===== config.mk =====
export PLATFORM = sky130hd
export DESIGN_NAME = alu_arb
export DESIGN_NICKNAME = d
export VERILOG_FILES = /design/src/rtl/alu_arb.sv
export SDC_FILE = /design/constraint.sdc
export NUM_CORES = 1
export LEC_CHECK = 0
export ABC_AREA = 1
export BUFFER_PORTS_ARGS = -buffer_cell sky130_fd_sc_hd__buf_4
export CAP_MARGIN = 40
export CORE_AREA = 3 3 153 155
export CTS_CLUSTER_DIAMETER = 100
export CTS_CLUSTER_SIZE = 30
export DETAILED_ROUTE_END_ITERATION = 7
export DIE_AREA = 0 0 156 158
export PLACE_DENSITY_LB_ADDON = 0.25
export SLEW_MARGIN = 20
export SYNTH_ARGS = -nofsm -noshare
export SYNTH_HDL_FRONTEND = slang
export SYNTH_SLANG_ARGS = --single-unit
export TNS_END_PERCENT = 100

===== constraint.sdc =====
create_clock -name clk -period 2.9 [get_ports clk]
set_input_delay 0.725 -clock clk [delete_from_list [all_inputs] [get_ports clk]]
set_output_delay 0.725 -clock clk [all_outputs]
set_load 0.01 [all_outputs]

===== src/rtl/alu_arb.sv =====
// Two-requester round-robin front end for a shared registered ALU / branch comparator.
// One operation in flight; each takes IDLE -> EXEC -> CAPT -> RESP.
module alu_arb #(
  parameter int XLEN = 32
) (
  input  logic            clk,
  input  logic            resetn,
  input  logic            req_valid_0,
  output logic            req_ready_0,
  input  logic [2:0]      req_funct3_0,
  input  logic            req_alt_0,
  input  logic            req_br_0,
  input  logic [XLEN-1:0] req_x_0,
  input  logic [XLEN-1:0] req_y_0,
  input  logic            req_valid_1,
  output logic            req_ready_1,
  input  logic [2:0]      req_funct3_1,
  input  logic            req_alt_1,
  input  logic            req_br_1,
  input  logic [XLEN-1:0] req_x_1,
  input  logic [XLEN-1:0] req_y_1,
  output logic            rsp_valid_0,
  input  logic            rsp_ready_0,
  output logic [XLEN-1:0] rsp_data_0,
  output logic            rsp_valid_1,
  input  logic            rsp_ready_1,
  output logic [XLEN-1:0] rsp_data_1,
  output logic [2:0]      alu_funct3,
  output logic            alu_alt,
  output logic [XLEN-1:0] alu_x,
  output logic [XLEN-1:0] alu_y,
  input  logic [XLEN-1:0] alu_out,
  output logic [2:0]      cond_funct3,
  output logic [XLEN-1:0] cond_x,
  output logic [XLEN-1:0] cond_y,
  input  logic            cond_out,
  output logic [15:0]     op_count
);

  typedef enum logic [1:0] {IDLE, EXEC, CAPT, RESP} state_t;

  state_t          r_state, w_nxt;
  logic            r_last, r_owner, r_alt, r_br;
  logic [2:0]      r_funct3;
  logic [XLEN-1:0] r_x, r_y, r_result;
  logic [15:0]     r_op_count;

  logic [1:0]      w_vld;
  logic            w_gnt, w_accept, w_rsp_rdy, w_rsp_hs;
  logic [XLEN-1:0] w_result;

  assign w_vld     = {req_valid_1, req_valid_0};
  // Both valid: the one not served last wins; otherwise the lone valid one.
  assign w_gnt     = (&w_vld) ? ~r_last : w_vld[1];
  assign w_accept  = (r_state == IDLE) && w_vld[w_gnt];
  assign w_rsp_rdy = r_owner ? rsp_ready_1 : rsp_ready_0;
  assign w_rsp_hs  = (r_state == RESP) && w_rsp_rdy;

  // funct3 010/011 have no branch meaning, so those compares return 0.
  always_comb begin
    w_result = alu_out;
    if (r_br)
      w_result = (r_funct3[2:1] == 2'b01) ? '0 : {{(XLEN-1){1'b0}}, cond_out};
  end

  always_comb begin
    w_nxt = r_state;
    case (r_state)
      IDLE:    if (w_accept) w_nxt = EXEC;
      EXEC:    w_nxt = CAPT;
      CAPT:    w_nxt = RESP;
      RESP:    if (w_rsp_hs) w_nxt = IDLE;
      default: w_nxt = IDLE;
    endcase
  end

  always_ff @(posedge clk or negedge resetn) begin
    if (!resetn) r_state <= IDLE;
    else         r_state <= w_nxt;
  end

  always_ff @(posedge clk or negedge resetn) begin
    if (!resetn) begin
      r_last     <= 1'b1;
      r_owner    <= 1'b0;
      r_funct3   <= '0;
      r_alt      <= 1'b0;
      r_br       <= 1'b0;
      r_x        <= '0;
      r_y        <= '0;
      r_result   <= '0;
      r_op_count <= '0;
    end else begin
      if (w_accept) begin
        r_owner  <= w_gnt;
        r_funct3 <= w_gnt ? req_funct3_1 : req_funct3_0;
        r_alt    <= w_gnt ? req_alt_1    : req_alt_0;
        r_br     <= w_gnt ? req_br_1     : req_br_0;
        r_x      <= w_gnt ? req_x_1      : req_x_0;
        r_y      <= w_gnt ? req_y_1      : req_y_0;
      end
      if (r_state == CAPT) r_result <= w_result;
      if (w_rsp_hs) begin
        r_last <= r_owner;
        if (r_op_count != 16'hFFFF) r_op_count <= r_op_count + 16'd1;
      end
    end
  end

  assign req_ready_0 = (r_state == IDLE) && !w_gnt;
  assign req_ready_1 = (r_state == IDLE) &&  w_gnt;
  assign rsp_valid_0 = (r_state == RESP) && !r_owner;
  assign rsp_valid_1 = (r_state == RESP) &&  r_owner;
  assign rsp_data_0  = rsp_valid_0 ? r_result : '0;
  assign rsp_data_1  = rsp_valid_1 ? r_result : '0;

  assign alu_funct3  = r_funct3;
  assign alu_alt     = r_alt;
  assign alu_x       = r_x;
  assign alu_y       = r_y;
  assign cond_funct3 = r_funct3;
  assign cond_x      = r_x;
  assign cond_y      = r_y;
  assign op_count    = r_op_count;

endmodule


# Word-level counts from Yosys, hierarchy flattened
# Cells that the tools add are included.
# classes
bitwise	1
n_mux	16
order_cmp	1
n_reduce_logical	12
add_sub_neg	1
n_eq_ne	7
# ops
operator	count
two-way mux 32 bit	5
adder 16 x 1 -> 16 bit (second input constant)	1
inequality test 16 bit (second input constant)	1
one-hot mux 2 bit (4 select lines)	1
two-way mux 1 bit	7
logical AND 1 bit	6
AND reduction 2 bit	3
equality test 2 x 1 -> 1 bit (second input constant)	2
equality test 2 bit (second input constant)	2
two-way mux 2 bit	2
inequality test 2 bit (second input constant)	2
two-way mux 3 bit	1
zero test 1 bit	2
zero test 2 bit	1
< comparator 1 x 2 -> 1 bit (second input constant)	1
NOT 1 bit	1
# word_totals
out_inout_bits	219
ff_bits	121

# Longest topological paths before layout
# Gate-level depths: netlist (run 1).
# logic_depth
ltp_word	7
depth_mapped	9
depth_no_buf	8

# Least setup slack after synthesis (run 1)
# No wires, ideal clock.
# synth_path
path_type	input to output
start	in req_valid_1
end	out req_ready_1
cell_stages	5
arrival_ps	1455
n_path_buf	1
slack_ps	720
required_ps	2175
cell_sequence	inv_1 a21oi_4 inv_2 clkbuf_1 nor2_1
# synth_between
elab_chain_cells	3
# synth_lines
element	line_no	text
from (decl)	15	input logic req_valid_1,
AND reduction 2 bit	54	assign w_gnt = (&w_vld) ? ~r_last : w_vld[1];
two-way mux 1 bit (*)	54	
logical AND 1 bit (*)	111	assign req_ready_1 = (r_state == IDLE) && w_gnt;
to (decl)	16	output logic req_ready_1,
# Mark *: on every way between the ends. The rest lies on a longest branch, timed or not.

# Worst setup path in the final report (run 1)
# layout_path
start	reg r_state[1]
end	out rsp_data_0[11]
# layout_between
elab_chain_cells	3
# layout_lines
element	line_no	text
from (decl)	42	state_t r_state, w_nxt;
from (signal assigned)	79	else r_state <= w_nxt;
equality test 2 bit	112	assign rsp_valid_0 = (r_state == RESP) && !r_owner;
logical AND 1 bit	112	
two-way mux 32 bit	114	assign rsp_data_0 = rsp_valid_0 ? r_result : '0;
to (decl)	24	output logic [XLEN-1:0] rsp_data_0,
# Every way passes these cells.

==> metrics.md, run 1 <==
| Metric | Value |
|---|---|
| Mapped cell area | `about 0.0065 mm2` |
| Worst max-slew margin expressed relative to the limit | `a little under three fifths` |
| Average cell area after synthesis | `between 7 and 8 um2` |
| Worst reg2reg path depth | `9` |
| Post-Syn Instances | `839` |
| Detailed-route via count | `around 6700` |
| Post-CTS Setup Repair Bufs | `0` |
| H-tree lvl count | `4` |
| Arrival time of data at the critical path endpoint | `between 1.5 and 2 ns` |
| Path category of the worst min-delay check | `in2async` |
| YS warnings | `0` |
| Status | `complete, no violations` |
| Die area | `about 0.025 mm2` |
| Number of hold buffers added after CTS | `0` |
| Final period utilization | `~87%` |
| CP Max Fanout | `32` |
| TritonCTS Sinks | `~120` |
| Clock Power Share | `21.8%` |
| Highest-count cells in the layout ignoring fill and taps | `sky130_fd_sc_hd__buf_4, sky130_fd_sc_hd__nor2_1, sky130_fd_sc_hd__nand2_1` |
| Post-CTS resize count | `0` |
| Antenna viol nets, final | `0` |
| Final routed wire length divided by cell count | `16.4 um` |
| Number of buffer cells added on primary ports | `395` |
| First-pass GRT wire length | `around 36000 um` |
| Post-synthesis sequential area ratio | `46.7%` |
| Std cell rows | `54` |
| Setup repair after global routing missed its margin | `false` |
| Commonest non-fill, non-tap cell in the layout | `sky130_fd_sc_hd__buf_4` |
| Crit path launch type | `flip-flop` |
| Number of design rule violations left after detail routing | `0` |
| Net switching component of the power | `4.12 mW` |
| Logic gate share of total power | `between 40% and 50%` |
| Total global-route track usage | `between 10% and 20%` |
| Crit end category | `primary output` |
| Pin count of the biggest net entering global routing | `71` |
| Height of the die | `158 um` |
| Max-cap violations | `0` |
| Switching share of power | `40.4%` |
| Post-CTS clock slew at the launch and capture registers of the worst setup and hold paths | `0.06 ns` |
| Starting density of the core | `between 20 and 30%` |
| Syn nets | `roughly 1000` |
| Initial DRT Pass Iterations | `4` |
| Number of CTS-inserted buffers | `17` |
| Post-synthesis register bit count | `approximately 120` |
| Routed met1 length | `around 9500 um` |
| Max Clk Rate | `~0.40 GHz` |
| Worst Max-Slew Pin Slew | `approximately 0.65 ns` |
| Buffers from clock root to sink, at most | `2` |
| Sequential Power Share | `a little under a third` |
| Final wirelength | `23700 um` |
| Number of setup violations in the final report | `0` |
| Required time of the critical path | `roughly 2.2 ns` |
| Post-detail-place hpwl | `between 15000 and 20000 um` |
| Number of distinct library cell variants in the gate-level netlist after synthesis | `27` |
| Via density | `approximately 4.6` |
| Core area | `0.0220 mm2` |
| Number of antenna violations at the first check in global routing | `0` |
| Category of the critical setup timing path | `reg2out` |
| Final worst hold slack | `approximately 0.28 ns` |
| Met3 WL | `1760 um` |
| Iteration-0 DRC count of the detailed router | `around 340` |
| Power density over the cells | `between 1000 and 1500 mW/mm2` |
| Post-synthesis to final-layout area growth | `52.5%` |
| Design internal power | `around 6.1 mW` |
| Summed negative setup slack over all endpoints | `0 ns` |
| Clock latency at the later pin of the worst-skew pair | `a little over 0.4 ns` |
| Static leakage | `4.94 nW` |
| Number of max-slew violations in the final report | `0` |
| Met2 routed WL | `~12000 um` |
| Final setup skew | `between 0.009 and 0.01 ns` |
| Shortest period the worst path allows | `~2.5 ns` |
| Share of cells above drive strength 1 | `around two fifths` |
| Final layout net count | `about 1300` |
| Num ports | `around 400` |
| Weighted congestion at the end of routability-driven global placement | `slightly above 0.8` |
| Die width | `156 um` |
| Endpoints failing hold | `0` |
| VDD IR-drop max | `about 440 uV` |
| Clock root cell | `sky130_fd_sc_hd__clkbuf_16` |
| CTS tree | `built` |
| Highest routing layer actually used | `met4` |
| Overflow left after global routing | `0` |
| Diodes inserted | `0` |
| Vias in the first global route | `around 6400` |
layer usage:
| layer | up-vias | track usage, % |
|---|---|---|
| met5 | - | 0 |
| met4 | 0 | 5.68 |
| met3 | 28 | 4.84 |
| met2 | 272 | 32.4 |
| met1 | 3131 | 23.0 |
| li1 | 3259 | - |
power by group through the flow:
stage / clock network [mW] / logic (mW) / registers [mW]
finish: 2.22 / 4.85 / 3.12
detailed placement: 0 / 4.94 / 3.12
CTS: 2.28 / 4.94 / 3.12
global route: 2.37 / 5.39 / 3.23
global placement: 0 / 4.84 / 3.13
floorplan: 0 / 2.78 / 3.18
cell families after synthesis:
kind of cell	Yosys count	synth area share (%)
AO/OA/AOI/OAI	191	15.8
flip-flops	121	46.7
buffers and inverters	173	14.4
AND/OR/NAND/NOR	345	21.6
adder cells (fa/ha/maj)	4	0.772
XOR/XNOR	5	0.676
path summary, 6_finish.rpt:
kind	startpoint	endpoint	slack, ns
max in group asynchronous	resetn	alu_x[7]	1.95
min	resetn	op_count[10]	0.28
max	r_state[1]	rsp_data_0[11]	0.37
max reg2reg	op_count[0]	op_count[9]	0.94
min in group clk	alu_alt	alu_alt	0.50
min reg2reg	alu_alt	alu_alt	0.50
worst max-delay path: stages, from the launching register on:
cell and delay (ns):
sky130_fd_sc_hd__dfrtp_1 0.38, sky130_fd_sc_hd__ha_1 0.22, sky130_fd_sc_hd__inv_1 0.05, sky130_fd_sc_hd__nor2_1 0.13, sky130_fd_sc_hd__inv_1 0.06, sky130_fd_sc_hd__buf_4 0.23
sky130_fd_sc_hd__nor2_1 0.17, sky130_fd_sc_hd__buf_4 0.15
cell usage after synthesis (all sizes together):
cell type,number,area [um2]
o21ai,184,955
nor2,158,608
nand2,137,534
dfrtp,120,3000
buf,87,613
inv,59,221
nand3,44,220
clkbuf,27,101
nand4,6,37.5
ha,4,50.1
a21oi,3,37.5
xnor2,3,26.3
o22ai,2,12.5
xor2,2,17.5
dfstp,1,26.3
o211ai,1,7.51
o221ai,1,8.76
sequential cells by signal, indices dropped and copies added (netlist names):
name,cells
r_last,1
r_result,32
alu_x,32
r_br,1
alu_alt,1
r_state,2
r_owner,1
op_count,16
alu_funct3,3
alu_y,32
per-stage QoR:
stage,setup slack [ns],util [%],total power [mW],instances,cell area (um2)
after global routing,0.197,45.0,11.0,1448,9880
final,0.369,45.0,10.2,1448,9880
after global placement,0.660,42.0,7.97,1413,9220
after floorplan,0.720,-,5.96,839,6480
after detailed placement,0.730,42.1,8.07,1415,9250
after CTS,0.330,44.9,10.3,1447,9860
area by class of cell:
class,count,area (um2)
repair buffers,411,3150
flip-flops and latches,121,3030
multi-input cells,545,2520
clock inverters,13,168
well taps,280,350
clock buffers,19,443
inverters,59,221
fillers,2233,12100
Note: power is estimated with default switching activity, not from simulation.
==> inputs of run 2 (changes only) <==
--- a/config.mk
+++ b/config.mk
@@ -6,7 +6,7 @@
 export NUM_CORES = 1
 export LEC_CHECK = 0
 export ABC_AREA = 1
-export BUFFER_PORTS_ARGS = -buffer_cell sky130_fd_sc_hd__buf_4
+export BUFFER_PORTS_ARGS = -buffer_cell sky130_fd_sc_hd__clkbuf_2
 export CAP_MARGIN = 40
 export CORE_AREA = 3 3 153 155
 export CTS_CLUSTER_DIAMETER = 100
==> metrics.md, run 2 (synthesis results as in run 1) <==
| Metric | Value |
|---|---|
| Crit Reg-Reg Startpoint | `op_count[0]` |
| Die width | `approximately 160 um` |
| Slowest CP cell | `sky130_fd_sc_hd__dfrtp_1` |
| Post-synthesis to final-layout area growth | `37.8%` |
| Clock root cell | `sky130_fd_sc_hd__clkbuf_16` |
| Number of setup violations in the final report | `0` |
| Crit path launch type | `flip-flop` |
| Summed negative setup slack over all endpoints | `0 ns` |
| Status | `complete, no violations` |
| Final routed wire length divided by cell count | `between 15 and 20 um` |
| Post-CTS clock slew at the launch and capture registers of the worst setup and hold paths | `0.06 ns` |
| Shortest period the worst path allows | `roughly 2.7 ns` |
| GR Util met1 | `around 21%` |
| Highest-count cells in the layout ignoring fill and taps | `sky130_fd_sc_hd__clkbuf_2, sky130_fd_sc_hd__nor2_1, sky130_fd_sc_hd__nand2_1` |
| Path category of the worst min-delay check | `in2async` |
| VDD IR-drop max | `about 460 uV` |
| Vias in the first global route | `6146` |
| Number of antenna violations at the first check in global routing | `0` |
| TritonCTS Sinks | `around 120` |
| Multi-input combinational cell area | `0.00252 mm2` |
| Total global-route track usage | `approximately 17%` |
| Crit end category | `primary output` |
| Core area | `~0.022 mm2` |
| Most utilized layer in the global route result | `met2` |
| Worst Max-Slew Pin Slew | `0.692 ns` |
| Static leakage | `approximately 4.7 nW` |
| Num ports | `between 300 and 400` |
| Commonest non-fill, non-tap cell in the layout | `sky130_fd_sc_hd__clkbuf_2` |
| Antenna viol nets, final | `0` |
| Clock latency at the later pin of the worst-skew pair | `a little over 0.4 ns` |
| Met3 layer usage reported by global route | `around 4.2%` |
| Worst max-slew margin expressed relative to the limit | `approximately 54%` |
| Final worst hold slack | `about 0.25 ns` |
| Instance area at placement | `around 0.0083 mm2` |
| Post-CTS resize count | `0` |
| Post-CTS Setup Repair Bufs | `0` |
| Overall power consumption | `between 9 and 10 mW` |
| Placement-stage worst setup slack | `about 0.63 ns` |
| Filler instances | `about 2300` |
| Initial DRT Pass Iterations | `4` |
| Final wirelength | `around 22000 um` |
| Die area | `between 0.02 and 0.025 mm2` |
| Instance count after placement with tap cells included | `between 1000 and 1500` |
| Final core area utilization | `around two fifths` |
| Number of CTS-inserted buffers | `17` |
| Detailed-route via count | `between 6000 and 7000` |
| CTS tree | `built` |
| Height of the die | `158 um` |
| Setup slack after layout | `0.216 ns` |
| Slowest cell delay on critical path | `about 0.40 ns` |
| Final setup skew | `0.0119 ns` |
| Max-cap violations | `0` |
| Overflow left after global routing | `0` |
| First-pass GRT wire length | `roughly 34000 um` |
| Share of cells above drive strength 1 | `40.3%` |
| CP Max Fanout | `15` |
| Diodes inserted | `0` |
| Max Clk Rate | `0.373 GHz` |
| Fin area | `~0.0089 mm2` |
| Endpoints failing hold | `0` |
| Setup repair after global routing missed its margin | `false` |
| Required time of the critical path | `2.17 ns` |
| Number of design rule violations left after detail routing | `0` |
| Category of the critical setup timing path | `reg2out` |
| Final period utilization | `between 90% and 100%` |
| Storage cell area | `approximately 0.0030 mm2` |
| Power density over the cells | `1070 mW/mm2` |
| Weighted congestion at the end of routability-driven global placement | `about 0.83` |
| Std cell rows | `54` |
| Number of buffer cells added on primary ports | `a little under 400` |
| Buffers from clock root to sink, at most | `2` |
| Final layout net count | `between 1000 and 1500` |
| H-tree lvl count | `4` |
| Iteration-0 DRC count of the detailed router | `about 370` |
| Post-detail-place hpwl | `~17000 um` |
| Layout Cells excl Fill | `1447` |
| Number of max-slew violations in the final report | `0` |
| Via density | `roughly 4.5` |
| Ordered cell list for the critical path | `ha_1, inv_1, nor2_1, inv_1, buf_4, nor2_1, clkbuf_2` |
| Met2 capacity usage during global routing | `30.4%` |
| Pin count of the biggest net entering global routing | `71` |
| Starting density of the core | `~30%` |
| Number of hold buffers added after CTS | `0` |
| Launching element of the worst setup path | `r_state[0]` |
| Arrival time of data at the critical path endpoint | `about 2 ns` |
[run 2: routing by layer]
layer | up-vias | share of wire, %
met2 | 249 | 50
li1 | 3252 | -
met5 | - | 0
met1 | 3020 | 42
met3 | 26 | 6.2
met4 | 0 | 2.0
[run 2: path summary, 6_finish.rpt]
path                             endpoint  slack (ns)  cells after the start
min in group clk                  alu_alt        0.51                      2
max reg2reg                   op_count[4]        1.04                      9
max in group asynchronous     r_result[0]        1.98                      2
min                           op_count[6]        0.25                      1
max                        rsp_data_0[24]        0.22                      7
min reg2reg                       alu_alt        0.51                      2
[run 2: critical path: cells and delay by family, from the launching register on]
kind	cells	cell delay, ns
adders and majority gates	1	0.25
buffers and inverters	4	0.79
DFF	1	0.40
and+or+nand+nor	2	0.09
[run 2: layout make-up]
class                      instances  share of cell area (%)
sequential                       121                    33.9
inverter                          59                    2.48
clock buffer                      20                    5.22
clock inverter                    12                    2.09
timing repair buffer             410                    24.2
tap                              280                    3.92
multi-input combinational        545                    28.2
[run 2: power by group]
group          internal, mW  total, mW  switching [mW]
Clock                  1.52       2.34           0.817
Combinational          1.59       4.18            2.59
Sequential             2.45       3.08           0.630
Total                  5.56       9.59            4.04
